**config.mk**
```make
export PLATFORM = sky130hd
export DESIGN_NAME = inst_fetch_unit
export DESIGN_NICKNAME = d
export VERILOG_FILES = /design/src/rtl/inst_fetch_pkg.sv /design/src/rtl/inst_fetch_pc_reg.sv /design/src/rtl/inst_fetch_unit.sv
export SDC_FILE = /design/constraint.sdc
export NUM_CORES = 1
export LEC_CHECK = 0
export ABC_AREA = 1
export BUFFER_PORTS_ARGS = -buffer_cell sky130_fd_sc_hd__buf_2
export CORE_ASPECT_RATIO = 1.1
export CORE_UTILIZATION = 40
export CTS_BUF_LIST = sky130_fd_sc_hd__clkbuf_4
export CTS_CLUSTER_SIZE = 8
export DETAILED_ROUTE_END_ITERATION = 8
export GPL_TIMING_DRIVEN = 0
export PLACE_DENSITY = 0.64
export SETUP_SLACK_MARGIN = 0.15
export SLEW_MARGIN = 20
export SYNTH_ARGS = -nofsm -noshare
export SYNTH_HDL_FRONTEND = slang
export SYNTH_SLANG_ARGS = --single-unit
export TNS_END_PERCENT = 20
```
**constraint.sdc**
```tcl
create_clock -name clk -period 4.5 [get_ports clk]
set_input_delay 0.225 -clock clk [delete_from_list [all_inputs] [get_ports clk]]
set_output_delay 0.225 -clock clk [all_outputs]
set_load 0.05 [all_outputs]
```
**src/rtl/inst_fetch_pkg.sv**
```systemverilog
// ============================================================================
// Module  : inst_fetch_pkg
// Purpose : Shared constants, IF/ID record type and alignment helper for the
//           instruction fetch stage.
// Rev     : 1.0  initial release
// ============================================================================
`default_nettype none

package inst_fetch_pkg;

    localparam logic [31:0] NOP_WORD_DEFAULT = 32'hE000_0000;
    localparam logic [31:0] PC_STEP          = 32'd4;

    typedef struct packed {
        logic [31:0] pc;
        logic [31:0] inst;
        logic        valid;
    } if_id_t;

    // Fetch addresses are always word aligned; misaligned low bits are dropped.
    function automatic logic [31:0] align_word(input logic [31:0] addr);
        return {addr[31:2], 2'b00};
    endfunction

endpackage : inst_fetch_pkg

`default_nettype wire

```
**src/rtl/inst_fetch_pc_reg.sv**
```systemverilog
// ============================================================================
// Module  : inst_fetch_pc_reg
// Purpose : Program counter register with reset/branch/hold/advance priority.
// Rev     : 1.0  initial release
// ============================================================================
`default_nettype none

module inst_fetch_pc_reg
    import inst_fetch_pkg::*;
#(
    parameter logic [31:0] RESET_PC = 32'h0000_0000
) (
    input  logic        clk,
    input  logic        rst,
    input  logic        i_branch_taken,
    input  logic [31:0] i_branch_addr,
    input  logic        i_hold,
    output logic [31:0] o_pc,
    output logic [31:0] o_pc_plus4,
    output logic [31:0] o_target
);

    logic [31:0] r_pc;
    logic [31:0] w_pc_plus4;
    logic [31:0] w_target;
    logic [1:0]  w_unused_misalign;

    assign w_pc_plus4        = r_pc + PC_STEP;
    assign w_target          = {i_branch_addr[31:2], 2'b00};
    assign w_unused_misalign = i_branch_addr[1:0];

    always_ff @(posedge clk) begin
        if (rst) begin
            r_pc <= RESET_PC;
        end else if (i_branch_taken) begin
            r_pc <= w_target;
        end else if (!i_hold) begin
            r_pc <= w_pc_plus4;
        end
    end

    assign o_pc       = r_pc;
    assign o_pc_plus4 = w_pc_plus4;
    assign o_target   = w_target;

endmodule : inst_fetch_pc_reg

`default_nettype wire

```
**src/rtl/inst_fetch_unit.sv**
```systemverilog
// ============================================================================
// Module  : inst_fetch_unit
// Purpose : Fetch stage top: PC sub-module, IF/ID pipeline register and the
//           optional end-of-memory halt (macro FETCH_BOUNDS_CHECK_EN).
// Rev     : 1.0  initial release
// ============================================================================
`default_nettype none

module inst_fetch_unit
    import inst_fetch_pkg::*;
#(
    parameter logic [31:0] RESET_PC  = 32'h0000_0000,
    parameter int unsigned MEM_BYTES = 188,
    parameter logic [31:0] NOP_WORD  = NOP_WORD_DEFAULT
) (
    input  logic        clk,
    input  logic        rst,
    input  logic        freeze,
    input  logic        branch_taken,
    input  logic [31:0] branch_addr,
    output logic [31:0] pc_out,
    input  logic [31:0] inst_in,
    output logic [31:0] if_pc,
    output logic [31:0] if_inst,
    output logic        if_valid,
    output logic        halted
);

    logic [31:0] w_pc;
    logic [31:0] w_pc_plus4;
    logic [31:0] w_target;
    logic        w_halt_active;
    if_id_t      r_ifid;

    inst_fetch_pc_reg #(
        .RESET_PC (RESET_PC)
    ) u_pc_reg (
        .clk            (clk),
        .rst            (rst),
        .i_branch_taken (branch_taken),
        .i_branch_addr  (branch_addr),
        .i_hold         (freeze | w_halt_active),
        .o_pc           (w_pc),
        .o_pc_plus4     (w_pc_plus4),
        .o_target       (w_target)
    );

`ifdef FETCH_BOUNDS_CHECK_EN
    logic r_halted;

    // Halt is sticky; only a branch back into memory (or reset) releases it.
    always_ff @(posedge clk) begin
        if (rst) begin
            r_halted <= 1'b0;
        end else if (branch_taken) begin
            r_halted <= r_halted & (w_target >= MEM_BYTES);
        end else if (!r_halted && !freeze && (w_pc_plus4 >= MEM_BYTES)) begin
            r_halted <= 1'b1;
        end
    end

    assign w_halt_active = r_halted;
`else
    logic w_unused_mem_bytes;
    logic [31:0] w_unused_target;

    assign w_halt_active      = 1'b0;
    assign w_unused_mem_bytes = ^MEM_BYTES;
    assign w_unused_target    = w_target;
`endif

    always_ff @(posedge clk) begin
        if (rst) begin
            r_ifid <= '{pc: 32'h0, inst: NOP_WORD, valid: 1'b0};
        end else if (branch_taken || w_halt_active) begin
            // Flush keeps the PC+4 of the squashed fetch for debug visibility.
            r_ifid <= '{pc: w_pc_plus4, inst: NOP_WORD, valid: 1'b0};
        end else if (!freeze) begin
            r_ifid <= '{pc: w_pc_plus4, inst: inst_in, valid: 1'b1};
        end
    end

    assign pc_out   = w_pc;
    assign if_pc    = r_ifid.pc;
    assign if_inst  = r_ifid.inst;
    assign if_valid = r_ifid.valid;
    assign halted   = w_halt_active;

endmodule : inst_fetch_unit

`default_nettype wire

```
# Word-level counts from Yosys, hierarchy flattened
# Cells that the tools add are included.
# totals
wordCells	12
out_inout_bits	98
ff_bits	97
# classes
add_sub_neg	1
muxes	4
eq_ne	1
reduce_logical	1
# op_table
cell	count
65-bit two-way mux	2
32-bit two-way mux	2
32-bit by 3-bit adder with 32-bit output (second input constant)	1
2-bit by 1-bit != test with 1-bit output (second input constant)	1
2-bit OR reduction	1

# Longest topological paths before layout
# Gate-level depths: netlist of run 1.
# logic_depth
ltp_word	3
mapped_depth	10
ltp_nobuf	10

# By module
# Synthesis of run 1 repeated with hierarchy kept, for this count alone.
# hier_totals
cells_unflattened	749
area_unflattened_um2	5068.6
# modules_own_cells
module	seq_area_each_um2	area_per_inst_um2	n_inst	cells_each
inst_fetch_unit	1301.2	2586.2	1	353
inst_fetch_pc_reg	600.6	2482.4	1	396

# Least setup slack after synthesis of run 1
# OpenSTA, ideal clock, no wires.
# synth_timing
path_kind	register to register
from	register u_pc_reg.r_pc[3] (netlist: u_pc_reg.o_pc[3])
to	register u_pc_reg.r_pc[20] (netlist: u_pc_reg.o_pc[20])
stages_incl_launch_ff	11
path_slack_ns	2.595
n_path_buf	0
t_arrival_ns	1.775
path_cell_list	dfxtp_1 > ha_1 > nand2_2 > nor2_4 > nand2_4 > nor2_8 > nand2_1 > nand2_1 > nand2_1 > a21oi_1 > nor2_1
# synth_via
elab_chain_cells	3
# synth_lines
item	line_no	rtl
start, declared	inst_fetch_pc_reg.sv:23	logic [31:0] r_pc;
start signal, assigned	inst_fetch_pc_reg.sv:36	r_pc <= w_target;
start signal, assigned	inst_fetch_pc_reg.sv:38	r_pc <= w_pc_plus4;
32-bit by 3-bit adder with 32-bit output	inst_fetch_pc_reg.sv:28	assign w_pc_plus4 = r_pc + PC_STEP;
32-bit two-way mux	inst_fetch_pc_reg.sv:37	end else if (!i_hold) begin
32-bit two-way mux	inst_fetch_pc_reg.sv:35	end else if (i_branch_taken) begin
# Every way passes these cells. The select of a mux whose other input is x is not followed.
# A chain may end at the register's enable or synchronous reset.

# Worst setup path in the final report of run 1
# layout_timing
from	register u_pc_reg.r_pc[3] (netlist: u_pc_reg.o_pc[3])
to	register u_pc_reg.r_pc[12] (netlist: u_pc_reg.o_pc[12])
# Same word-level chain as after synthesis.

==> summary.md, run 1 <==
| Metric | Value |
|---|---|
| Synth top area cells | `dfxtp_1 (41%), nand2_1 (17%), inv_1 (6.0%), a21oi_1 (5.4%), o21ai_0 (4.8%)` |
| Vias per Instance | `between 4 and 5` |
| Synthesized area | `between 0.004 and 0.005 sq mm` |
| Required time of the critical path | `about 4.9 ns` |
| Post-Place Setup Slack | `between 2 and 3 ns` |
| Leak | `about 3.0 nW` |
| Final cell count without fillers | `a little under 1,000` |
| Max Slew Vio Count | `0` |
| Most common cell after layout, fill and taps aside | `nand2_1` |
| Layout cells sized above 1 | `0.256` |
| Dpl cell area | `about 0.0055 sq mm` |
| 1st-iter DRT viols | `around 260` |
| Drt wl/cell | `approximately 14 microns` |
| RSZ-0062 raised after global routing | `no` |
| Total GRT Usage | `0.246` |
| Post-CTS Resized | `0` |
| PwrDens | `just over 300 mW/mm^2` |
| Tightest Pin Transition | `0.689 ns` |
| Global route hottest layer | `met2` |
| First-pass GRT wire length | `roughly 23,000 microns` |
| Met2 Usage GRT | `0.436` |
| Gate count of the mapped netlist | `approximately 650` |
| Outcome | `complete, no violations` |
| FMAX | `between 0.5 and 0.6 GHz` |
| Power, Total | `~1.8 mW` |
| Number of top-level pins | `~170` |
| Crit Path Category | `register to register` |
| Root buffer cell | `clkbuf_4` |
| TritonCTS buffer count | `9` |
| Yosys top cell by area | `dfxtp_1` |
| Largest net degree at the start of global routing | `14` |
| Ys async rst share | `0` |
| CTS Sinks | `93` |
| CP bufs+invs | `0` |
| Design Area, Final | `approximately 0.0059 sq mm` |
| Final antenna-violating net count | `0` |
| CP endpoint | `u_pc_reg.o_pc[12]` |
| Reg clk slew, reported paths | `around 0.14 ns` |
| H-Tree Level Count | `3` |
| Type of origin of the critical path | `register` |
| Post-synthesis area per instance | `~7.0 sq um` |
| Max Cap Viol | `0` |
| IO buf count | `156` |
| # DRC | `0` |
| Fill count | `about 1,100` |
| CP Capture Type | `register` |
| Core ar. | `0.0110 sq mm` |
| Remaining global-route overflow | `0` |
| Routed wire length | `roughly 14,000 microns` |
| Final hold violations | `0` |
| Critical Path Start | `u_pc_reg.o_pc[3]` |
| Routed vias | `roughly 4,700` |
| Util after Layout | `0.533` |
| Placer Congestion | `roughly 0.89` |
| Area of the multi-input gates | `between 0.002 and 0.0025 sq mm` |
| Setup Skew | `about 0.021 ns` |
| Clock latency on the worst-skew pair | `approximately 0.45 ns` |
| Worst-path maximum fanout | `5` |
| Post-Place Cells | `~950` |
| Peak VDD IR | `approximately 0.14 mV` |
| Part of the cycle the worst path needs | `0.390` |
| Hold slack | `about 0.024 ns` |
| Reg area | `about 0.0019 sq mm` |
| Number of global-route vias before repair | `about 4,700` |
| Seq/Total Area, Yosys | `0.410` |
| R2R cell count | `8` |
| Flop and latch count out of synthesis | `93` |
| Synth Warn # | `0` |
| Crit path depth | `8` |
| Unique masters post-synth | `32` |
| Final net count | `909` |
| Worst path max stage delay | `0.44 ns` |
| Hold path cells | `3` |
| N_diodes | `0` |
| Die Ht | `114 microns` |
| Die width | `a little over 100 microns` |
| CTS max path bufs | `2` |
| Post-synth EDFFs | `0` |
| Worst Path Arrival | `about 2.1 ns` |
| Ys flop type | `dfxtp_1` |
| Row Count | `40` |
| Most frequent cells in the layout | `nand2_1 (201), buf_2 (164), dfxtp_1 (93)` |
| 1st-pass router iterations | `5` |
| Worst r2r dst | `u_pc_reg.o_pc[12]` |
| Initial antenna violation count | `1` |
| CP delay by family, top | `simple AND/OR/NAND/NOR gates` |
| Origin of the critical flop-to-flop path | `u_pc_reg.o_pc[3]` |
| TritonCTS clock tree | `built` |
| Initial Util | `0.412` |
| CP max stage cell | `dfxtp_1` |
| Flop2flop setup slack | `around 2.7 ns` |
| Final setup viols | `0` |
| GR Util met3 | `0.0703` |
| Layout area overhead | `29.3%` |
| Relative slew slack | `0.541` |
| Post-detail-place hpwl | `around 10,000 microns` |
| Min Tclk post-route | `1.76 ns` |
| Met1 GRT Util | `0.279` |
| Yosys top cell area share | `0.410` |
| Final WS setup | `between 2 and 3 ns` |
| Total negative setup slack | `0 ns` |
| Die ar. | `~0.012 sq mm` |
| Hold Crit Class | `input pin to register` |
| CP Cell Sequence | `ha_1, nand2_2, nor2_4, nand2_4, nor2_8, xor2_2, nand2_1, a21oi_1` |
## flip-flops by register name, indices dropped and copies added (netlist names)
name           flops
if_pc             30
if_valid           1
u_pc_reg.o_pc     30
if_inst           32
## Yosys cell counts (3+ instances only)
| cell type | count |
|---|---|
| nor2_2 | 7 |
| xor2_1 | 8 |
| a31oi_1 | 7 |
| a22o_1 | 5 |
| dfxtp_1 | 93 |
| nor2_4 | 6 |
| o21ai_0 | 44 |
| xor2_2 | 4 |
| o21bai_1 | 27 |
| nand3_1 | 22 |
| buf_2 | 8 |
| buf_4 | 6 |
| xnor2_1 | 3 |
| nand2_1 | 201 |
| nor2_1 | 44 |
| nand2_2 | 5 |
| inv_1 | 72 |
| a21oi_1 | 49 |
| clkbuf_1 | 19 |
## worst reg2reg max path: cells and delay by family, from the launching register on
| kind | cells | cell delay [ns] |
|---|---|---|
| flip-flops | 1 | 0.44 |
| AND/OR/NAND/NOR | 5 | 0.64 |
| adder cells (fa/ha/maj) | 1 | 0.26 |
| AO/OA/AOI/OAI | 1 | 0.15 |
| XOR/XNOR | 1 | 0.20 |
## area by class of cell
class | count | share of cell area
clock buffer | 11 | 0.0141
timing repair buffer | 179 | 0.172
multi-input combinational | 447 | 0.378
tap | 147 | 0.0313
buffer | 36 | 0.0335
inverter | 74 | 0.0477
clock inverter | 3 | 0.00661
sequential | 93 | 0.317
## per-layer routing
metal | wire (microns) | up-vias | share of wire
li1 | - | 2394 | -
met2 | 6730 | 183 | 0.48
met3 | 1100 | 32 | 0.078
met5 | 10 | - | 0.00071
met1 | 5870 | 2135 | 0.42
met4 | 356 | 2 | 0.025
## cell families after synthesis
kind of cell | count (synthesis) | synth area share
AO/OA/AOI/OAI | 136 | 0.174
XOR/XNOR | 15 | 0.0355
adder cells (fa/ha/maj) | 1 | 0.00276
buffers and inverters | 110 | 0.105
flip-flops | 93 | 0.410
other | 1 | 0.000826
AND/OR/NAND/NOR | 290 | 0.272
## repair_timing
item / CTS / global route
endpoints found under the hold margin: 18 / 5
buffers inserted: 0 / 0
hold buffers: 18 / 5
setup endpoints to repair: 0 / 0
## worst min path at each step
stage                              to         from
after CTS                 if_inst[27]  inst_in[27]
after floorplan           if_inst[29]  inst_in[29]
after detailed placement  if_inst[29]  inst_in[29]
after global placement    if_inst[29]  inst_in[29]
after global routing      if_inst[15]  inst_in[15]
final                      if_inst[4]   inst_in[4]
## where the power goes
group | switching [mW] | leakage (nW) | total (mW) | internal (mW)
Sequential | 0.0376 | 0.764 | 0.904 | 0.867
Clock | 0.282 | 0.0702 | 0.456 | 0.174
Combinational | 0.294 | 2.15 | 0.416 | 0.122
Total | 0.613 | 2.98 | 1.78 | 1.16
No activity file was read; power rests on OpenSTA's default activity.
==> run 2, diff against run 1 <==
--- a/config.mk
+++ b/config.mk
@@ -13,7 +13,7 @@
 export CTS_CLUSTER_SIZE = 8
 export DETAILED_ROUTE_END_ITERATION = 8
 export GPL_TIMING_DRIVEN = 0
-export PLACE_DENSITY = 0.64
+export PLACE_DENSITY = 0.66
 export SETUP_SLACK_MARGIN = 0.15
 export SLEW_MARGIN = 20
 export SYNTH_ARGS = -nofsm -noshare
==> constraint.sdc (replaced) <==
create_clock -name clk -period 1.51 [get_ports clk]
set_input_delay 0.0755 -clock clk [delete_from_list [all_inputs] [get_ports clk]]
set_output_delay 0.0755 -clock clk [all_outputs]
set_load 0.05 [all_outputs]
==> summary.md, run 2 (synthesis results as in run 1) <==
| Metric | Value |
|---|---|
| Remaining global-route overflow | `0` |
| Crit Path Category | `register to register` |
| RSZ-0062 raised after global routing | `yes` |
| Total GRT Usage | `0.257` |
| TritonCTS clock tree | `built` |
| Flop2flop setup slack | `around 0.0037 ns` |
| Die width | `104 microns` |
| First-pass GRT wire length | `about 24,000 microns` |
| 1st-pass router iterations | `5` |
| Largest net degree at the start of global routing | `15` |
| Number of top-level pins | `~170` |
| Initial Util | `0.412` |
| Post-detail-place hpwl | `between 10,000 and 15,000 microns` |
| CTS max path bufs | `2` |
| Layout cells sized above 1 | `0.327` |
| Reg area | `0.00194 sq mm` |
| IO buf count | `around 160` |
| Routed vias | `~5,000` |
| N_diodes | `0` |
| Most common cell after layout, fill and taps aside | `nand2_1` |
| H-Tree Level Count | `3` |
| Peak VDD IR | `0.514 mV` |
| Part of the cycle the worst path needs | `0.998` |
| Fill count | `slightly above 1,000` |
| Core ar. | `around 0.011 sq mm` |
| Final setup viols | `0` |
| CP endpoint | `u_pc_reg.o_pc[21]` |
| Power, Total | `5.25 mW` |
| FMAX | `between 0.6 and 0.7 GHz` |
| Setup Skew | `between 0.015 and 0.02 ns` |
| CTS Sinks | `93` |
| Layout area overhead | `47.8%` |
| CP Capture Type | `register` |
| Die ar. | `around 0.012 sq mm` |
| Tightest Pin Transition | `slightly below 0.7 ns` |
| Worst Path Arrival | `between 1.5 and 2 ns` |
| Routed wire length | `15,300 microns` |
| Outcome | `complete, no violations` |
| Initial antenna violation count | `0` |
| Area of the multi-input gates | `0.00238 sq mm` |
| Type of origin of the critical path | `register` |
| Worst-path maximum fanout | `5` |
| Vias per Instance | `approximately 4.8` |
| Worst r2r dst | `u_pc_reg.o_pc[21]` |
| Die Ht | `114 microns` |
| Final net count | `slightly below 1,000` |
| 1st-iter DRT viols | `between 200 and 250` |
| Max reg flops | `32` |
| PwrDens | `approximately 780 mW/mm^2` |
| Drt wl/cell | `between 10 and 15 microns` |
| Final hold violations | `0` |
| Hold Crit Class | `input pin to register` |
| Clock latency on the worst-skew pair | `between 0.4 and 0.5 ns` |
| R2R cell count | `10` |
| Max Cap Viol | `0` |
| Required time of the critical path | `around 1.8 ns` |
| # DRC | `0` |
| Most frequent cells in the layout | `nand2_1 (190), buf_2 (162), inv_1 (70)` |
| Root buffer cell | `clkbuf_4` |
| TritonCTS buffer count | `9` |
| Relative slew slack | `0.539` |
| Reg clk slew, reported paths | `between 0.1 and 0.15 ns` |
| Row Count | `40` |
| Max Slew Vio Count | `0` |
| Critical Path Start | `u_pc_reg.o_pc[3]` |
| Leak | `around 3.3 nW` |
| Final antenna-violating net count | `0` |
| Min Tclk post-route | `1.51 ns` |
| Total negative setup slack | `0 ns` |
| Placer Congestion | `0.900` |
| Origin of the critical flop-to-flop path | `u_pc_reg.o_pc[3]` |
| Number of global-route vias before repair | `4,880` |
-- run 2: cell types whose count changed in the layout (fill, tap and decap cells not counted), sizes merged --
cell         change
dlygate4sd3     +44
buf             +20
clkinv           +5
bufinv           -1
clkbuf           -1
clkinvlp         +1
inv              -1
-- run 2: timing repair --
item / CTS / global route
hold endpoints to repair: 59 / 0
buffers inserted: 6 / 15
endpoints found under the setup margin: 40 / 54
resized for setup: 16 / 41
hold buffers: 67 / 0
pin swaps: 18 / 31
-- run 2: power by group --
group | internal [mW] | switching, mW | total (mW) | leakage [nW]
clock network | 0.312 | 0.843 | 1.16 | 0.0556
logic | 0.480 | 0.922 | 1.40 | 2.48
registers | 2.58 | 0.112 | 2.69 | 0.779
-- run 2: stage by stage --
step	setup WS [ns]	area [sq um]	hold slack [ns]	utilization	std cells
2_1_floorplan	0.0190	4620	0.189	-	650
3_3_place_gp	-0.0178	5590	0.279	0.507	953
3_5_place_dp	-0.0485	5590	0.294	0.507	953
4_1_cts	-0.0352	6480	0.00579	0.589	1042
5_1_grt	-0.0879	6710	0.0232	0.609	1057
6_report	0.00369	6710	0.0281	0.609	1057
-- run 2: how the worst min path moves through the flow --
stage                     cells past startpoint                end             from
final                                         4  u_pc_reg.o_pc[17]  branch_addr[17]
after global routing                          4  u_pc_reg.o_pc[18]  branch_addr[18]
after CTS                                     4  u_pc_reg.o_pc[18]  branch_addr[18]
after detailed placement                      3        if_inst[30]      inst_in[30]
after global placement                        3        if_inst[30]      inst_in[30]
after floorplan                               2        if_inst[29]      inst_in[29]
-- run 2: metal layers --
layer | GRT usage | up-vias | wire length (microns)
met5 | 0 | - | 0
met4 | 0.0899 | 0 | 362
met3 | 0.0566 | 25 | 1250
met2 | 0.471 | 220 | 7650
met1 | 0.296 | 2304 | 6010
li1 | - | 2534 | -
-- run 2: worst max-delay path: stages (launching register included) --
cell and delay [ns]:
dfxtp_4 0.39, buf_6 0.10, nand2_2 0.06, nor2_4 0.14, nand2_4 0.10, nor2_4 0.20, nand2_1 0.08, nand2_1 0.08
nand2_2 0.06, a21oi_2 0.13, nor2_1 0.04
-- run 2: cell type report --
type,instances,share of cell area
clock buffers,9,0.0101
flip-flops and latches,93,0.288
clock inverters,7,0.00485
multi-input cells,447,0.354
repair buffers,244,0.243
plain buffers,36,0.0295
well taps,147,0.0274
inverters,74,0.0425
